$ cat src/rtl/pe_array_feeder.sv
// pe_array_feeder
//
// Drives the operand/control side of the 64-PE dot-product array. It pulls
// act/weight beats from an upstream buffer, groups them into accumulations of
// i_Len beats (o_Sel_Bias marks the first beat of each group) and, after
// i_Groups groups, waits for the array pipeline to drain before pulsing
// o_Job_Done.
//
// Ports
//   CLK, RST             clock, asynchronous active-low reset
//   i_Start / i_Abort    job start (honoured in IDLE only) / abort
//   i_Precision, i_Bias  job precision code and bias, captured at start
//   i_Len, i_Groups      beats per group, groups per job (both must be != 0)
//   s_valid/s_ready      upstream beat handshake; s_act/s_wgt beat payload
//   o_Act ... o_core_vld array operand/control outputs
//   o_Busy               job in progress (LOAD, STREAM, DRAIN, DONE)
//   o_Job_Done / o_Err   one-cycle completion / start-rejected pulses
//   o_State              debug view of the sequencer state
//
// Handshake: a beat transfers on every rising CLK where s_valid && s_ready.
// s_ready depends only on the state register (high in STREAM), so it never
// combinationally depends on s_valid; upstream may hold s_valid high freely.
//
// Optional feature: define FEEDER_PERF_CNT_EN to add o_Stall_Cnt (STREAM
// cycles without a beat) and o_Beat_Cnt (accepted beats). Both clear at LOAD,
// saturate at 16'hFFFF and hold after the job ends.

module pe_array_feeder #(
    parameter int W_ACT    = 64,
    parameter int W_WGT    = 64,
    parameter int N_BIAS   = 16,
    parameter int CNT_W    = 8,
    parameter int PIPE_LAT = 3
) (
    input  logic              CLK,
    input  logic              RST,
    input  logic              i_Start,
    input  logic              i_Abort,
    input  logic [3:0]        i_Precision,
    input  logic [N_BIAS-1:0] i_Bias,
    input  logic [CNT_W-1:0]  i_Len,
    input  logic [CNT_W-1:0]  i_Groups,
    input  logic              s_valid,
    output logic              s_ready,
    input  logic [W_ACT-1:0]  s_act,
    input  logic [W_WGT-1:0]  s_wgt,
    output logic [W_ACT-1:0]  o_Act,
    output logic [W_WGT-1:0]  o_Weight,
    output logic [3:0]        o_Precision,
    output logic [N_BIAS-1:0] o_Bias,
    output logic              o_Sel_Bias,
    output logic              o_Flush,
    output logic              o_core_vld,
    output logic              o_Busy,
    output logic              o_Job_Done,
    output logic              o_Err,
`ifdef FEEDER_PERF_CNT_EN
    output logic [15:0]       o_Stall_Cnt,
    output logic [15:0]       o_Beat_Cnt,
`endif
    output logic [2:0]        o_State
);

    typedef enum logic [2:0] {
        S_IDLE   = 3'd0,
        S_LOAD   = 3'd1,
        S_STREAM = 3'd2,
        S_DRAIN  = 3'd3,
        S_DONE   = 3'd4
    } state_t;

    // DRAIN covers the cycle the last beat sits on the array inputs plus
    // PIPE_LAT pipeline cycles, so the counter runs 0..PIPE_LAT.
    localparam int               DRN_W    = (PIPE_LAT < 1) ? 1 : $clog2(PIPE_LAT + 1);
    localparam logic [DRN_W-1:0] DRN_LAST = DRN_W'(PIPE_LAT);

    state_t             state_q, state_d;
    logic [3:0]         prec_q, prec_d;
    logic [N_BIAS-1:0]  bias_q, bias_d;
    logic [CNT_W-1:0]   len_q, len_d;
    logic [CNT_W-1:0]   groups_q, groups_d;
    logic [CNT_W-1:0]   beat_cnt_q, beat_cnt_d;
    logic [CNT_W-1:0]   grp_cnt_q, grp_cnt_d;
    logic [DRN_W-1:0]   drain_cnt_q, drain_cnt_d;
    logic [W_ACT-1:0]   act_q, act_d;
    logic [W_WGT-1:0]   wgt_q, wgt_d;
    logic               vld_q, vld_d;
    logic               sel_q, sel_d;
    logic               flush_q, flush_d;
    logic               done_q, done_d;
    logic               err_q, err_d;

    logic accept, start_ok, abort_job, last_beat, last_grp, load_go;

    assign accept    = s_valid & s_ready;
    assign start_ok  = i_Start && (i_Len != '0) && (i_Groups != '0);
    assign abort_job = i_Abort && (state_q != S_IDLE);
    assign last_beat = (beat_cnt_q == len_q - CNT_W'(1));
    assign last_grp  = (grp_cnt_q == groups_q - CNT_W'(1));
    assign load_go   = (state_q == S_IDLE) && (state_d == S_LOAD);

    // Next-state logic. Abort overrides every transition out of a busy state.
    always_comb begin
        state_d = state_q;
        unique case (state_q)
            S_IDLE:   if (start_ok && !i_Abort) state_d = S_LOAD;
            S_LOAD:   state_d = S_STREAM;
            S_STREAM: if (accept && last_beat && last_grp) state_d = S_DRAIN;
            S_DRAIN:  if (drain_cnt_q == DRN_LAST) state_d = S_DONE;
            S_DONE:   state_d = S_IDLE;
            default:  state_d = S_IDLE;
        endcase
        if (abort_job) state_d = S_IDLE;
    end

    // Datapath / registered outputs. Pulses default low every cycle; operand
    // registers hold unless a beat is accepted.
    always_comb begin
        prec_d      = prec_q;
        bias_d      = bias_q;
        len_d       = len_q;
        groups_d    = groups_q;
        beat_cnt_d  = beat_cnt_q;
        grp_cnt_d   = grp_cnt_q;
        drain_cnt_d = drain_cnt_q;
        act_d       = act_q;
        wgt_d       = wgt_q;
        vld_d       = 1'b0;
        sel_d       = 1'b0;
        flush_d     = 1'b0;
        done_d      = 1'b0;
        err_d       = 1'b0;
        if (abort_job) begin
            flush_d     = 1'b1;
            beat_cnt_d  = '0;
            grp_cnt_d   = '0;
            drain_cnt_d = '0;
        end else begin
            case (state_q)
                S_IDLE: begin
                    // Abort in IDLE silently drops a simultaneous start.
                    if (!i_Abort) begin
                        if (start_ok) begin
                            prec_d      = i_Precision;
                            bias_d      = i_Bias;
                            len_d       = i_Len;
                            groups_d    = i_Groups;
                            beat_cnt_d  = '0;
                            grp_cnt_d   = '0;
                            drain_cnt_d = '0;
                            flush_d     = 1'b1;  // high during the LOAD cycle
                        end else if (i_Start) begin
                            err_d = 1'b1;
                        end
                    end
                end
                S_STREAM: begin
                    if (accept) begin
                        vld_d = 1'b1;
                        sel_d = (beat_cnt_q == '0);
                        act_d = s_act;
                        wgt_d = s_wgt;
                        if (last_beat) begin
                            beat_cnt_d = '0;
                            grp_cnt_d  = last_grp ? '0 : grp_cnt_q + CNT_W'(1);
                        end else begin
                            beat_cnt_d = beat_cnt_q + CNT_W'(1);
                        end
                    end
                end
                S_DRAIN: begin
                    drain_cnt_d = drain_cnt_q + DRN_W'(1);
                    if (drain_cnt_q == DRN_LAST) begin
                        drain_cnt_d = '0;
                        done_d      = 1'b1;  // high during the DONE cycle
                    end
                end
                default: ;
            endcase
        end
    end

    // State-decoded outputs.
    always_comb begin
        s_ready = (state_q == S_STREAM);
        o_Busy  = (state_q != S_IDLE);
    end

    always_ff @(posedge CLK or negedge RST) begin
        if (!RST) begin
            state_q     <= S_IDLE;
            prec_q      <= '0;
            bias_q      <= '0;
            len_q       <= '0;
            groups_q    <= '0;
            beat_cnt_q  <= '0;
            grp_cnt_q   <= '0;
            drain_cnt_q <= '0;
            act_q       <= '0;
            wgt_q       <= '0;
            vld_q       <= 1'b0;
            sel_q       <= 1'b0;
            flush_q     <= 1'b0;
            done_q      <= 1'b0;
            err_q       <= 1'b0;
        end else begin
            state_q     <= state_d;
            prec_q      <= prec_d;
            bias_q      <= bias_d;
            len_q       <= len_d;
            groups_q    <= groups_d;
            beat_cnt_q  <= beat_cnt_d;
            grp_cnt_q   <= grp_cnt_d;
            drain_cnt_q <= drain_cnt_d;
            act_q       <= act_d;
            wgt_q       <= wgt_d;
            vld_q       <= vld_d;
            sel_q       <= sel_d;
            flush_q     <= flush_d;
            done_q      <= done_d;
            err_q       <= err_d;
        end
    end

    assign o_Act       = act_q;
    assign o_Weight    = wgt_q;
    assign o_Precision = prec_q;
    assign o_Bias      = bias_q;
    assign o_Sel_Bias  = sel_q;
    assign o_Flush     = flush_q;
    assign o_core_vld  = vld_q;
    assign o_Job_Done  = done_q;
    assign o_Err       = err_q;
    assign o_State     = state_q;

`ifdef FEEDER_PERF_CNT_EN
    logic [15:0] stall_cnt_q, stall_cnt_d;
    logic [15:0] pbeat_cnt_q, pbeat_cnt_d;

    always_comb begin
        stall_cnt_d = stall_cnt_q;
        pbeat_cnt_d = pbeat_cnt_q;
        if (load_go) begin
            stall_cnt_d = '0;
            pbeat_cnt_d = '0;
        end else if (state_q == S_STREAM) begin
            if (accept) begin
                if (pbeat_cnt_q != 16'hFFFF) pbeat_cnt_d = pbeat_cnt_q + 16'd1;
            end else begin
                if (stall_cnt_q != 16'hFFFF) stall_cnt_d = stall_cnt_q + 16'd1;
            end
        end
    end

    always_ff @(posedge CLK or negedge RST) begin
        if (!RST) begin
            stall_cnt_q <= '0;
            pbeat_cnt_q <= '0;
        end else begin
            stall_cnt_q <= stall_cnt_d;
            pbeat_cnt_q <= pbeat_cnt_d;
        end
    end

    assign o_Stall_Cnt = stall_cnt_q;
    assign o_Beat_Cnt  = pbeat_cnt_q;
`endif

endmodule

$ cat config.mk
export PLATFORM = sky130hd
export DESIGN_NAME = pe_array_feeder
export DESIGN_NICKNAME = d
export VERILOG_FILES = /design/src/rtl/pe_array_feeder.sv
export SDC_FILE = /design/constraint.sdc
export NUM_CORES = 1
export LEC_CHECK = 0
export CAP_MARGIN = 20
export CORE_MARGIN = 3
export CORE_UTILIZATION = 31
export CTS_CLUSTER_SIZE = 16
export DETAILED_ROUTE_END_ITERATION = 12
export SYNTH_ARGS = -nofsm -noshare
export SYNTH_HDL_FRONTEND = slang
export SYNTH_SLANG_ARGS = --single-unit
$ cat constraint.sdc
create_clock -name CLK -period 2.4 [get_ports CLK]
set_input_delay 0.24 -clock CLK [delete_from_list [all_inputs] [get_ports CLK]]
set_output_delay 0.24 -clock CLK [all_outputs]
set_load 0.02 [all_outputs]
# == Word level (Yosys, flattened, before mapping) ==
# Index checks and enable logic that the tools add are counted.
# word_totals
reg_bits,190
in_bits,169
out_inout_bits,158
# op_classes
bitwise,3
eq_ne,13
reduce_logical,20
addsub,5
muxes,39
# op_table
operator,count
8-bit 2-to-1 mux,9
8-bit one-hot mux with 2 select lines,2
1-bit 2-to-1 mux,18
"8-bit by 1-bit adder with 8-bit output, second input constant",2
8-bit == test,2
8-bit nonzero test,2
"8-bit by 1-bit subtractor with 8-bit output, second input constant",2
3-bit 2-to-1 mux,4
3-bit one-hot mux with 4 select lines,1
"3-bit by 1-bit != test with 1-bit output, second input constant",3
"3-bit != test, second input constant",3
3-bit AND reduction,3
3-bit nonzero test,3
8-bit zero test,1
2-bit 2-to-1 mux,4
4-bit AND reduction,2
"3-bit by 2-bit == test with 1-bit output, second input constant",2
1-bit logical AND,6
5-bit AND reduction,1
2-bit one-hot mux with 2 select lines,1
"3-bit by 1-bit == test with 1-bit output, second input constant",1
3-bit zero test,1
"3-bit by 2-bit != test with 1-bit output, second input constant",1
"2-bit by 1-bit adder with 2-bit output, second input constant",1
other kinds (4),5

# == Depth between registers and ports, before layout ==
# Gate-level depths: netlist of run 1.
# depth
word_depth,7
depth_mapped,10

# == Worst setup path before layout of run 1 ==
# OpenSTA, ideal clock, no wires.
# synth_path
path_kind,register to register
from,register groups_q[0]
to,register grp_cnt_q[6]
required_time_ps,2274
path_buffers,0
setup_slack_ps,86
path_stages_with_launch,10
t_arrival_ps,2188
period_less_slack_ps,2314
cell_sequence,dfrtp_1 inv_1 ha_1 nor3b_1 a21boi_1 o21ai_0 a2111o_1 o21ai_2 nor2_2 a221o_1
# synth_between
elab_chain_cells,7
# synth_lines
element,line_no,source
"start, declared",81,"logic [CNT_W-1:0] groups_q, groups_d;"
"start signal, assigned",211,groups_q <= groups_d;
8-bit by 1-bit subtractor with 8-bit output,99,assign last_grp = (grp_cnt_q == groups_q - CNT_W'(1));
8-bit == test,99,
8-bit 2-to-1 mux,165,grp_cnt_d = last_grp ? '0 : grp_cnt_q + CNT_W'(1);
8-bit 2-to-1 mux,163,if (last_beat) begin
8-bit 2-to-1 mux,158,if (accept) begin
8-bit one-hot mux with 2 select lines,139,case (state_q)
8-bit 2-to-1 mux,133,if (abort_job) begin
"end signal, assigned",213,grp_cnt_q <= grp_cnt_d;
"end, declared",83,"logic [CNT_W-1:0] grp_cnt_q, grp_cnt_d;"
# No other way between the ends. The select of a mux whose other input is x is not followed.
# A chain may end at the register's enable or synchronous reset.

# == Worst setup path after layout of run 1 ==
# layout_path
from,register len_q[1]
to,register grp_cnt_q[7]
# layout_between
elab_chain_cells,4
# layout_lines
element,line_no,source
"start, declared",80,"logic [CNT_W-1:0] len_q, len_d;"
"start signal, assigned",210,len_q <= len_d;
8-bit by 1-bit subtractor with 8-bit output,98,assign last_beat = (beat_cnt_q == len_q - CNT_W'(1));
8-bit == test,98,
3-bit by 1-bit != test with 1-bit output (no line),-,
5-bit AND reduction (no line),-,
# No other way between the ends.

==> impl_results.md, run 1 <==
- Status: finished, final reports clean
- CTS tree: done
- Top cells by area in the synthesized netlist: dfrtp_1 (60%), mux2_1 (23%), xnor2_1 (1.3%), nand2_1 (1.1%), ha_1 (0.95%)
- Pin count of the biggest net entering global routing: 69
- Die Y-Extent: 166 µm
- Total number of cells along the worst setup path: 8
- Worst Path Class, Setup: flip-flop to flip-flop
- Full die area: 27500 µm²
- Startpoint type of the worst setup path: flip-flop
- Num rows: 57
- Count of different cell masters after synthesis: 50
- Endpoints failing hold: 0
- Latest clock arrival within the worst-skew pair: 0.43 ns
- Cell taking the most area after synthesis: dfrtp_1
- Number of cells on the worst reg-to-reg path: 8
- Total negative slack: 0 ns
- Clock period minus worst slack: 2.28 ns
- Post-synthesis sequential area ratio: 60.1%
- Max-cap violations: 0
- Buffer type at the clock tree root: clkbuf_16
- Portion of synthesized cell area occupied by the leading cell type: 60.1%
- Overall global routing resource usage: 16.5%
- Post-synthesis adder-cell area fraction: 0.949%
- Combined buffer and inverter count along the critical path: 1
- Total via count in the routed design: 5725
- Synthesized Nets: 744
- Final weighted congestion of routability-driven global placement: 0.768
- Initial Util: 32.0%
- Sinks on the clock net: 190
- Post-synthesis cell count: 569
- Relative area change from synthesis to final layout: 56.6%
- Number of DRC markers in iteration 0: 235
- Endpoint of the most critical register-to-register path: grp_cnt_q[7]
- Number of remaining DRC errors: 0
- Largest family of logic cells by synthesized area: multiplexers
- Number of placed I/O pins: 327
- Final Max Slew Viols: 0
- Detailed placement HPWL: 17200 µm
- Count of nets left with antenna violations after detail routing: 0
- Layout fillers: 2215
- Wire length of the first global-routing pass: 35700 µm
- Mux share of post-synthesis cell area: 23.5%
- Worst clock skew: 0.0111 ns
- Worst IR Drop VDD: 0.000437 V
- Crit path cell chain: inv_1 -> ha_2 -> or3_1 -> a311oi_2 -> nor4b_4 -> or2b_1 -> nand2_2 -> a221o_1
- Final setup violation count: 0
- WP data required: 2.71 ns
- Layout cell share with drive strength beyond 1: 8.06%
- DP Cell Count: 1219
- Initial antenna violation count: 1
- Power per standard cell area: 954 nW/µm²
- Commonest cells after routing, fill and taps aside: clkdlybuf4s50_1 (325), dfrtp_1 (190), mux2_1 (164)
- Buffers added on ports: 326
- Post-route fraction of the period consumed by the critical path: 94.8%
- Simple-gate area share of the yosys netlist: 7.01%
- Filler-free cell count of the finished design: 1256
- Top_reg_cell synth: dfrtp_1
- Endpoint type of the worst setup path: flip-flop
- Number of enable flip-flop cells after synthesis: 0
- Critical Path Max Stage Delay: 0.42 ns
- Most frequent standard cell in the layout excluding fill and tap cells: clkdlybuf4s50_1
- Number of buffers created by CTS: 17
- Slew at the pin closest to its max-slew limit: 0.537 ns
- Core ar.: 24700 µm²
- Maximum root-to-sink buffer count: 2
- Detail-routed net length per standard cell: 18.0 µm
- Max Fanout on Critical Path: 4
- Die boundary width: 166 µm
- Area fraction in compound gates after synthesis: 4.30%
- Synth Area per Inst: 13.9 µm²
- Number of register bits inferred by synthesis: 190
- Lkg Pwr: 0.00522 µW
- Detailed-route vias per instance: 4.56
- Worst-path cell with the longest stage delay: dfrtp_1
- Total wire length: 22600 µm
- GR Overflow Total: 0
- Warnings, synthesis: 0
- Via count of the first global-routing pass: 6070
- Number of H-tree branching levels: 4
- Launch instance of the worst register-to-register path: len_q[1]
- Share of flip-flops with an asynchronous set or reset: 100%
- Crit path max-delay family: simple AND/OR/NAND/NOR gates
- Cell area after synthesis: 7910 µm²
- Number of nets in the finished design: 1093
- R2r setup slk: 0.12 ns
- Highest clock frequency the design can meet: 439 MHz
- Xor and xnor area share after synthesis: 1.88%
- Clock transition at the register clock pins on the worst setup and hold paths after CTS: 0.08 ns
- Worst Path Arrival: 2.59 ns
- Hold Path Class: input pin to async pin
- Headroom to the max-slew limit: 64.2%
- First-pass detailed-route iteration total: 7
-- metal layers --
layer / up-vias / routed length [µm] / track usage, %
li1: 2723 / - / -
met1: 2832 / 10000 / 21.5
met2: 159 / 11200 / 27.4
met3: 11 / 1160 / 4.29
met4: 0 / 210 / 4.41
met5: - / 0 / 0
-- cell families (layout without fill, tap and decap cells) --
family	count (synthesis)	after routing
AO/OA/AOI/OAI	48	48
XOR/XNOR	17	17
adder cells (fa/ha/maj)	6	6
buffers and inverters	39	401
flip-flops	190	190
multiplexers	165	165
other	0	1
AND/OR/NAND/NOR	104	104
-- layout make-up --
cell class	count	area [µm²]	area share [%]
Sequential cell	190	4750	38.4
Timing Repair Buffer	358	3570	28.8
Multi-Input combinational cell	340	3030	24.5
Clock buffer	18	429	3.47
Tap cell	324	405	3.27
Clock inverter	14	155	1.25
Inverter	11	41.3	0.333
Antenna cell	1	2.50	0.0202
-- power breakdown --
| part | switching, µW | internal [µW] | total [µW] |
|---|---|---|---|
| Sequential | 497 | 4100 | 4600 |
| Clock | 1400 | 1400 | 2800 |
| Combinational | 2110 | 2310 | 4420 |
| Total | 4010 | 7800 | 11800 |
-- worst max path at each step --
stage                 from      endpoint  slack (ns)
3_5_place_dp      len_q[0]  grp_cnt_q[0]        0.02
5_1_grt        groups_q[1]  grp_cnt_q[6]       -0.06
4_1_cts           len_q[0]  grp_cnt_q[0]      -0.001
3_3_place_gp      len_q[0]  grp_cnt_q[7]        0.06
6_report          len_q[1]  grp_cnt_q[7]        0.12
2_1_floorplan  groups_q[0]  grp_cnt_q[6]        0.09
-- Yosys cell counts, types with 4 or more instances --
library cell / instances
and3_1: 5
a22o_1: 7
nand2_1: 24
nand3_1: 10
inv_1: 11
dfrtp_1: 190
o211ai_1: 4
nor3_1: 10
nor4_1: 5
a21oi_1: 8
xor2_1: 5
buf_2: 12
ha_1: 6
xnor2_1: 12
nor2_1: 17
nand2b_1: 4
mux2_1: 164
a31oi_1: 4
clkbuf_1: 11
o21ai_1: 4
nor2b_1: 5
-- sequential cells by signal, summed over array words and instances, names as in the netlist, 2 cells and up --
signal / count
beat_cnt_q: 8
o_State: 3
o_Bias: 16
groups_q: 8
o_Act: 64
drain_cnt_q: 2
o_Weight: 64
len_q: 8
o_Precision: 4
grp_cnt_q: 8
-- stage by stage --
step | hold WS (ns) | total power [µW] | instance area, µm² | util [%] | setup WS [ns]
floorplan | -0.0556 | 6540 | 7910 | - | 0.0856
global placement | 0.282 | 9050 | 11700 | 47.4 | 0.0648
detailed placement | 0.277 | 9090 | 11700 | 47.4 | 0.0215
CTS | 0.364 | 12000 | 12300 | 49.9 | -0.00107
global route | 0.374 | 12500 | 12400 | 50.2 | -0.0618
finish | 0.358 | 11800 | 12400 | 50.2 | 0.125
-- what timing repair did --
action / CTS / global route
hold buffers: 1 / 0
setup endpoints to repair: 1 / 11
hold endpoints to repair: 55 / 0
gates cloned: 0 / 0
pin swaps: 0 / 6
setup buffers: 0 / 3
resized for setup: 0 / 12
Note: power is estimated with default switching activity, not from simulation.
==> run 2, diff against run 1 <==
--- a/config.mk
+++ b/config.mk
@@ -7,9 +7,10 @@
 export LEC_CHECK = 0
 export CAP_MARGIN = 20
 export CORE_MARGIN = 3
-export CORE_UTILIZATION = 31
-export CTS_CLUSTER_SIZE = 16
+export CORE_UTILIZATION = 35
 export DETAILED_ROUTE_END_ITERATION = 12
+export GPL_TIMING_DRIVEN = 0
+export PLACE_DENSITY = 0.7
 export SYNTH_ARGS = -nofsm -noshare
 export SYNTH_HDL_FRONTEND = slang
 export SYNTH_SLANG_ARGS = --single-unit
==> run 2 against run 1 <==
- register-to-register slack worse by 0.12 ns
- first-iteration DRC count decreased by 16%
- largest cell class unchanged
- clock skew hardly changed
- utilization rose by 6.2 points
- die area is 11% lower
- combinational power hardly changed
- design area is 0.21% higher
- global-route usage grew 2.3 points
- via count is 3.7% higher
- count of clock-buffer cells in the layout shrank 1
- sequential share of layout area decreased by 0.071 points
- largest power group unchanged
==> impl_results.md, run 2 (synthesis gave the netlist of run 1 again) <==
- Status: finished, final reports clean
- Initial Util: 35.9%
- Pin count of the biggest net entering global routing: 118
- Hold Path Class: input pin to flip-flop
- Most frequent standard cell in the layout excluding fill and tap cells: clkdlybuf4s50_1
- Relative area change from synthesis to final layout: 57.0%
- Worst Path Class, Setup: flip-flop to flip-flop
- WP data required: 2.72 ns
- Crit path cell chain: inv_1 -> ha_2 -> nor3b_4 -> a21boi_2 -> o21ai_2 -> a2111o_1 -> o21ai_4 -> nor2_4 -> a221o_1
- Max Fanout on Critical Path: 8
- Count of nets left with antenna violations after detail routing: 0
- Clock period minus worst slack: 2.40 ns
- Endpoints failing hold: 0
- Worst IR Drop VDD: 0.000517 V
- Endpoint of the most critical register-to-register path: grp_cnt_q[7]
- Total negative slack: 0 ns
- GR Overflow Total: 0
- Worst clock skew: 0.0115 ns
- Filler-free cell count of the finished design: 1222
- Final weighted congestion of routability-driven global placement: 0.806
- DP Cell Count: 1175
- Detail-routed net length per standard cell: 19.0 µm
- Number of remaining DRC errors: 0
- Lkg Pwr: 0.00526 µW
- Highest clock frequency the design can meet: 417 MHz
- Buffers added on ports: 325
- Number of H-tree branching levels: 4
- Launch instance of the worst register-to-register path: groups_q[0]
- Number of placed I/O pins: 327
- Wire length of the first global-routing pass: 35200 µm
- Setup repair after global routing missed its margin: yes
- Final Max Slew Viols: 0
- Maximum root-to-sink buffer count: 2
- Num rows: 54
- Core ar.: 22000 µm²
- Startpoint type of the worst setup path: flip-flop
- Total wire length: 23200 µm
- CTS tree: done
- Via count of the first global-routing pass: 6059
- Headroom to the max-slew limit: 53.2%
- Detailed placement HPWL: 17500 µm
- Sinks on the clock net: 190
- Overall global routing resource usage: 18.8%
- Detailed-route vias per instance: 4.86
- Die Y-Extent: 156 µm
- Full die area: 24400 µm²
- Commonest cells after routing, fill and taps aside: clkdlybuf4s50_1 (323), dfrtp_1 (189), mux2_1 (164)
- Post-route fraction of the period consumed by the critical path: 99.9%
- Buffer type at the clock tree root: clkbuf_16
- Power per standard cell area: 954 nW/µm²
- Die boundary width: 156 µm
- First element of the critical path: groups_q[0]
- Critical Path Sink: grp_cnt_q[7]
- First-pass detailed-route iteration total: 4
- Final setup violation count: 0
- Max-cap violations: 0
- Endpoint type of the worst setup path: flip-flop
- Number of buffers created by CTS: 17
- Number of cells on the worst reg-to-reg path: 9
- Slew at the pin closest to its max-slew limit: 0.702 ns
- Layout fillers: 1861
- Number of nets in the finished design: 1103
- Clock transition at the register clock pins on the worst setup and hold paths after CTS: 0.08 ns
- Worst-path cell with the longest stage delay: a2111o_1
- Number of DRC markers in iteration 0: 197
- Initial antenna violation count: 1
- Critical Path Max Stage Delay: 0.47 ns
- Latest clock arrival within the worst-skew pair: 0.44 ns
- Worst Path Arrival: 2.72 ns
- Total via count in the routed design: 5939
- R2r setup slk: 0.003 ns
- Layout cell share with drive strength beyond 1: 9.56%
==> run 2: cell type report <==
class                   instances  area [µm²]  area share [%]
diodes                          1        2.50          0.0202
inverters                      11        41.3           0.333
clock buffers                  17         425            3.43
repair buffers                341        3420            27.6
well taps                     280         350            2.82
flip-flops and latches        190        4760            38.3
clock inverters                15         153            1.23
plain buffers                  27         183            1.47
multi-input cells             340        3080            24.8
==> run 2: timing repair <==
action	4_1_cts	5_1_grt
gates resized for setup	22	30
hold buffers	1	0
setup buffers	7	7
endpoints found under the hold margin	73	0
setup endpoints to repair	164	142
pin swaps	4	17
==> run 2: worst min path at each step <==
stage | from | endpoint | cells after the start
after detailed placement | RST | o_Act[4] | 1
final | i_Abort | o_State[0] | 2
after global routing | i_Abort | o_State[0] | 2
after CTS | i_Abort | o_State[0] | 2
after floorplan | RST | beat_cnt_q[0] | 0
after global placement | o_Act[60] | o_Act[60] | 1
==> run 2: through the flow <==
step	utilization (%)	hold WS [ns]	worst slack [ns]	total power [µW]	instance area, µm²
4_1_cts	55.7	0.0930	-0.0257	11900	12300
3_5_place_dp	52.4	0.255	-0.943	9020	11500
2_1_floorplan	-	-0.0556	0.0856	6540	7910
6_report	56.4	0.130	0.00345	11800	12400
3_3_place_gp	52.3	0.467	-7.24	8940	11500
5_1_grt	56.4	0.131	-0.129	12400	12400
==> run 2: report_power, final <==
group / internal, µW / total, µW / switching [µW]
clock: 1390 / 2820 / 1430
combinational: 2320 / 4440 / 2120
sequential: 4100 / 4590 / 487
total: 7810 / 11800 / 4030
==> run 2: per-layer routing <==
layer  vias up  share of wire, %  GRT usage, %
li1       2746                 -             -
met1      2917                41          22.4
met2       248                50          32.4
met3        28               8.3          6.31
met4         0               1.6          5.54
met5         -                 0             0
==> run 2: worst max-delay path: cells and delay by family (launching register included) <==
kind	cells	cell delay, ns
AND/OR/NAND/NOR	2	0.30
adder cells (fa/ha/maj)	1	0.18
flip-flops	1	0.42
buffers and inverters	1	0.07
AO/OA/AOI/OAI	5	1.31
